## config.mk

```make
export PLATFORM = sky130hd
export DESIGN_NAME = sync_fifo_param
export DESIGN_NICKNAME = d
export VERILOG_FILES = /design/src/rtl/sync_fifo_param.sv
export SDC_FILE = /design/constraint.sdc
export NUM_CORES = 1
export LEC_CHECK = 0
export ABC_CLOCK_PERIOD_IN_PS = 2600
export CAP_MARGIN = 20
export CORE_ASPECT_RATIO = 1.75
export CORE_MARGIN = 2
export CORE_UTILIZATION = 45
export CTS_BUF_LIST = sky130_fd_sc_hd__clkbuf_8
export CTS_CLUSTER_DIAMETER = 200
export CTS_CLUSTER_SIZE = 16
export DETAILED_ROUTE_END_ITERATION = 8
export SLEW_MARGIN = 25
export SYNTH_ARGS = -nofsm -noshare
export SYNTH_HDL_FRONTEND = slang
export SYNTH_SLANG_ARGS = --single-unit
```

## constraint.sdc

```tcl
create_clock -name CLK -period 2.6 [get_ports CLK]
set_input_delay 0.52 -clock CLK [delete_from_list [all_inputs] [get_ports CLK]]
set_output_delay 0.52 -clock CLK [all_outputs]
set_load 0.01 [all_outputs]
```

## src/rtl/sync_fifo_param.sv

```systemverilog
// sync_fifo_param: parametrised single-clock FIFO with thresholds, occupancy count and sticky error flags.
//
// Ports:
//   CLK, RESET        clock and synchronous active-high reset (RESET overrides every other input)
//   DATA_IN, WRITE    write data and write request
//   READ              read request
//   ERR_CLEAR         clears ERR_OVERFLOW / ERR_UNDERFLOW (a coincident new error keeps the flag set)
//   DATA_OUT          read data; DATA_VALID marks a freshly popped word
//   FULL, EMPTY       COUNT == DEPTH / COUNT == 0
//   ALMOST_FULL       COUNT >= ALMOST_FULL_THR
//   ALMOST_EMPTY      COUNT <= ALMOST_EMPTY_THR
//   COUNT             current occupancy
//   ERR_OVERFLOW      sticky: a write was rejected
//   ERR_UNDERFLOW     sticky: a read was rejected
//
// Build option FIFO_FWFT_EN: first-word-fall-through. DATA_OUT always presents the
// head entry and DATA_VALID = !EMPTY. Without it, an accepted read returns the head
// word one cycle later with a single-cycle DATA_VALID pulse.
module sync_fifo_param #(
  parameter int DATA_WIDTH       = 8,
  parameter int DEPTH            = 8,
  parameter int ALMOST_FULL_THR  = 6,
  parameter int ALMOST_EMPTY_THR = 2
) (
  input  logic                     CLK,
  input  logic                     RESET,
  input  logic [DATA_WIDTH-1:0]    DATA_IN,
  input  logic                     WRITE,
  input  logic                     READ,
  input  logic                     ERR_CLEAR,
  output logic [DATA_WIDTH-1:0]    DATA_OUT,
  output logic                     DATA_VALID,
  output logic                     FULL,
  output logic                     EMPTY,
  output logic                     ALMOST_FULL,
  output logic                     ALMOST_EMPTY,
  output logic [$clog2(DEPTH):0]   COUNT,
  output logic                     ERR_OVERFLOW,
  output logic                     ERR_UNDERFLOW
);
  localparam int AW = $clog2(DEPTH);
  localparam int CW = AW + 1;
  logic [DATA_WIDTH-1:0] mem [DEPTH];
  logic [AW-1:0] wr_ptr, rd_ptr, rd_ptr_nxt;
  logic [CW-1:0] count_rd, count_nxt;
  logic rd_acc, wr_acc;
  // A read frees a slot in the same cycle, so a full FIFO still accepts a write alongside it.
  always_comb begin
    rd_acc     = READ && !EMPTY;
    wr_acc     = WRITE && (!FULL || rd_acc);
    count_rd   = COUNT - CW'(rd_acc);
    count_nxt  = count_rd + CW'(wr_acc);
    rd_ptr_nxt = rd_ptr + AW'(rd_acc);
  end
  always_ff @(posedge CLK)
    if (!RESET && wr_acc) mem[wr_ptr] <= DATA_IN;
  always_ff @(posedge CLK) begin
    if (RESET) begin
      wr_ptr        <= '0;
      rd_ptr        <= '0;
      COUNT         <= '0;
      FULL          <= 1'b0;
      EMPTY         <= 1'b1;
      ALMOST_FULL   <= 1'b0;
      ALMOST_EMPTY  <= 1'b1;
      ERR_OVERFLOW  <= 1'b0;
      ERR_UNDERFLOW <= 1'b0;
    end else begin
      wr_ptr        <= wr_ptr + AW'(wr_acc);
      rd_ptr        <= rd_ptr_nxt;
      COUNT         <= count_nxt;
      FULL          <= count_nxt == CW'(DEPTH);
      EMPTY         <= count_nxt == '0;
      ALMOST_FULL   <= count_nxt >= CW'(ALMOST_FULL_THR);
      ALMOST_EMPTY  <= count_nxt <= CW'(ALMOST_EMPTY_THR);
      ERR_OVERFLOW  <= (ERR_OVERFLOW && !ERR_CLEAR) || (WRITE && !wr_acc);
      ERR_UNDERFLOW <= (ERR_UNDERFLOW && !ERR_CLEAR) || (READ && !rd_acc);
    end
  end
`ifdef FIFO_FWFT_EN
  // When nothing older than this cycle's write remains, the new head is the incoming
  // word itself, which the memory does not hold yet.
  always_ff @(posedge CLK) begin
    if (RESET) begin
      DATA_OUT   <= '0;
      DATA_VALID <= 1'b0;
    end else begin
      DATA_VALID <= count_nxt != '0;
      if (count_nxt != '0) DATA_OUT <= (count_rd == '0) ? DATA_IN : mem[rd_ptr_nxt];
    end
  end
`else
  always_ff @(posedge CLK) begin
    if (RESET) begin
      DATA_OUT   <= '0;
      DATA_VALID <= 1'b0;
    end else begin
      DATA_VALID <= rd_acc;
      if (rd_acc) DATA_OUT <= mem[rd_ptr];
    end
  end
`endif
endmodule

```

==> flow_summary.ini <==
[run_status]
run_status = completed

[clock_network]
skew_pair_late_insertion_delay_ns = 0.35
cts_root_buf = clkbuf_8
tritoncts = done
clkSinkCount = 89
tritoncts.num_buffers = 9
cts.reportedPaths.clkPinSlew_ns = 0.08
htree_levels = 3
buffer_levels_on_the_longest_clock_path = 2
post-cts-setup-buffer-count = 0

[yosys]
synth.cell_area_mm2 = 0.00358
postSynth.asyncResetShare_pct = 0
seq_area_frac_synth_pct = 67.6
synth-edff-count = 64
synth-seq-cells = 89
synthMuxAreaShare_pct = 8.94
top_reg_cell_synth = edfxtp_1
synthAdderAreaFrac_pct = 3.35
synthSimpleGateAreaFrac_pct = 8.21
yosys_warnings = 0
synthesis.area_per_instance_um2 = 15.0
postSynthCellCount = 239
compound_cell_area_share_of_the_yosys_netlist_pct = 6.39
synth_top_family_by_area = multiplexers
syn_nets = 261
synthXorXnorAreaFrac_pct = 1.64
synth_cell_type_count = 37

[pwr]
vdd_drop_max_mv = 0.622
p_leak_nw = 1.52
power.density_cell_area_mw_per_mm2 = 916

[setup_path]
worstSetupStartpointType = input pin
crit_path_end_kind = flip-flop
worst-path-max-fanout = 4
timing_worst_setup_path_type = in2reg
regToRegSetupSlack_ns = 0.36
crit_arrival_ns = 2.60
critPathRequiredTime_ns = 2.88

[place]
routabilityCongestion = 0.712
placedInstanceArea_mm2 = 0.00406
post-dp-hpwl_um = 4560
placement.setup.worst_slack_ns = -0.223
port_buffers = 31

[sta]
max-slew-margin-rel_pct = 47.3
setup_viol = 0
finalCritPeriodShare_pct = 89.4
fmaxAchievable_ghz = 0.430
fin_ws_ns = 0.276
period_needed_ns = 2.32
fin_skew_ns = 0.00855
rsz0062_at_grt = false
drv_slew = 0
finalHoldViolations = 0
tightest_slew_ns = 0.787

[routing]
drt_pre_antenna_iters = 4
postRouteWirelength_um = 6730
drt-vias-per-instance = 5.20
mean_routed_wirelength_per_cell_um = 17.5
drc = 0
drt_first_iter_violations = 73
drt.antenna.violating_nets = 0
route.vias.total = 2003

[die]
die_area_mm2 = 0.00872
rows = 43
die_height_um = 122
top_level_ports = 32
die_width_um = 71.4
starting_density_of_the_core_pct = 45.9
fp.coreArea_mm2 = 0.00780

[flow_run]
maxCapViolCount = 0

[layout]
diodes = 0
postLayoutCellArea_mm2 = 0.00428
layout_commonest_cell = edfxtp_1
final_layout_size_suffix_gt1_share_pct = 18.0
design.final.nets = 312
top_library_cells_by_usage_in_the_layout_fill_and_taps_aside = edfxtp_1, mux2i_1, clkdlybuf4s50_1, dfxtp_1, nor2_1
flow.area_growth_from_synthesis_pct = 19.4

[min_path]
min_path_type = reg2reg

[global_routing]
grt_pass1_vias = 2023
antenna_violations_before_repair = 0
gr-total-overflow = 0
grt_first_pass_wirelength_um = 10700
grt_start_max_net_pins = 32
globalRouteTotalUtil_pct = 17.1
==> timing repair <==
item | CTS | global route
setup endpoints to repair | 0 | 1
resized for setup | 0 | 2
hold buffers | 0 | 0
==> final timing paths <==
check / start / end / cells past startpoint
max: WRITE / ALMOST_FULL / 10
min: ERR_OVERFLOW / ERR_OVERFLOW / 2
max reg2reg: EMPTY / ALMOST_FULL / 11
min reg2reg: ERR_OVERFLOW / ERR_OVERFLOW / 2
==> power breakdown <==
group          switching, W  total [W]  internal [W]
registers         0.0000911    0.00176       0.00167
logic              0.000594    0.00119      0.000601
clock network      0.000445   0.000960      0.000515
total               0.00113    0.00392       0.00279
==> synthesized netlist by cell type (2+ instances only) <==
library cell,count,area [µm²]
edfxtp_1,64,1920
mux2i_1,32,320
dfxtp_1,25,500
nor2_1,24,90.1
a22oi_1,17,128
a21oi_1,10,50.1
inv_1,9,33.8
nor3_2,9,90.1
ha_1,8,100
nor2b_1,6,37.5
buf_2,4,20.0
buf_12,2,40.0
clkbuf_1,2,7.51
nand2b_1,2,12.5
nor3_1,2,10.0
xnor2_1,2,17.5
==> layout make-up <==
class / instances / area, µm²
fillers: 633 / 3520
clock inverters: 4 / 42.5
repair buffers: 51 / 463
inverters: 10 / 40.0
clock buffers: 12 / 165
multi-input cells: 129 / 1030
well taps: 90 / 113
flip-flops and latches: 89 / 2420
==> registers in the layout, indices dropped and copies added (netlist names), 3 cells and up <==
register  cells
COUNT         4
DATA_OUT      8
mem          64
rd_ptr        3
wr_ptr        3
==> kinds of logic (layout without fill, tap and decap cells) <==
group	after synthesis	after routing
compound gates	33	33
xor+xnor	5	5
fa+ha+maj	9	9
buf+inv	21	77
flops	89	89
mux	32	32
simple gates	50	50
==> metal layers <==
layer	vias up	routed length, µm	GRT usage, %
met1	973	2640	19.7
met5	-	0	0
met2	42	3700	30.2
met4	0	90	6.72
li1	980	-	-
met3	8	296	4.30
==> stage by stage <==
stage	power, W	setup TNS [ns]	std cells	hold WS [ns]	utilization [%]
5_1_grt	0.00414	0	385	0.548	54.8
3_3_place_gp	0.00297	-0.769	369	0.475	52.0
3_5_place_dp	0.00299	-0.882	369	0.477	52.0
2_1_floorplan	0.00257	0	239	0.513	-
6_report	0.00392	0	385	0.497	54.8
4_1_cts	0.00395	0	385	0.502	54.7
==> worst max-delay path, cell delays in order <==
cell and delay, ns:
clkdlybuf4s50_1 0.50, o21ai_2 0.07, ha_1 0.27, inv_1 0.05, ha_1 0.15, inv_1 0.05
fa_1 0.40, xor2_2 0.18, or2_2 0.27, a21oi_1 0.13
(Power assumes the default switching activity.)
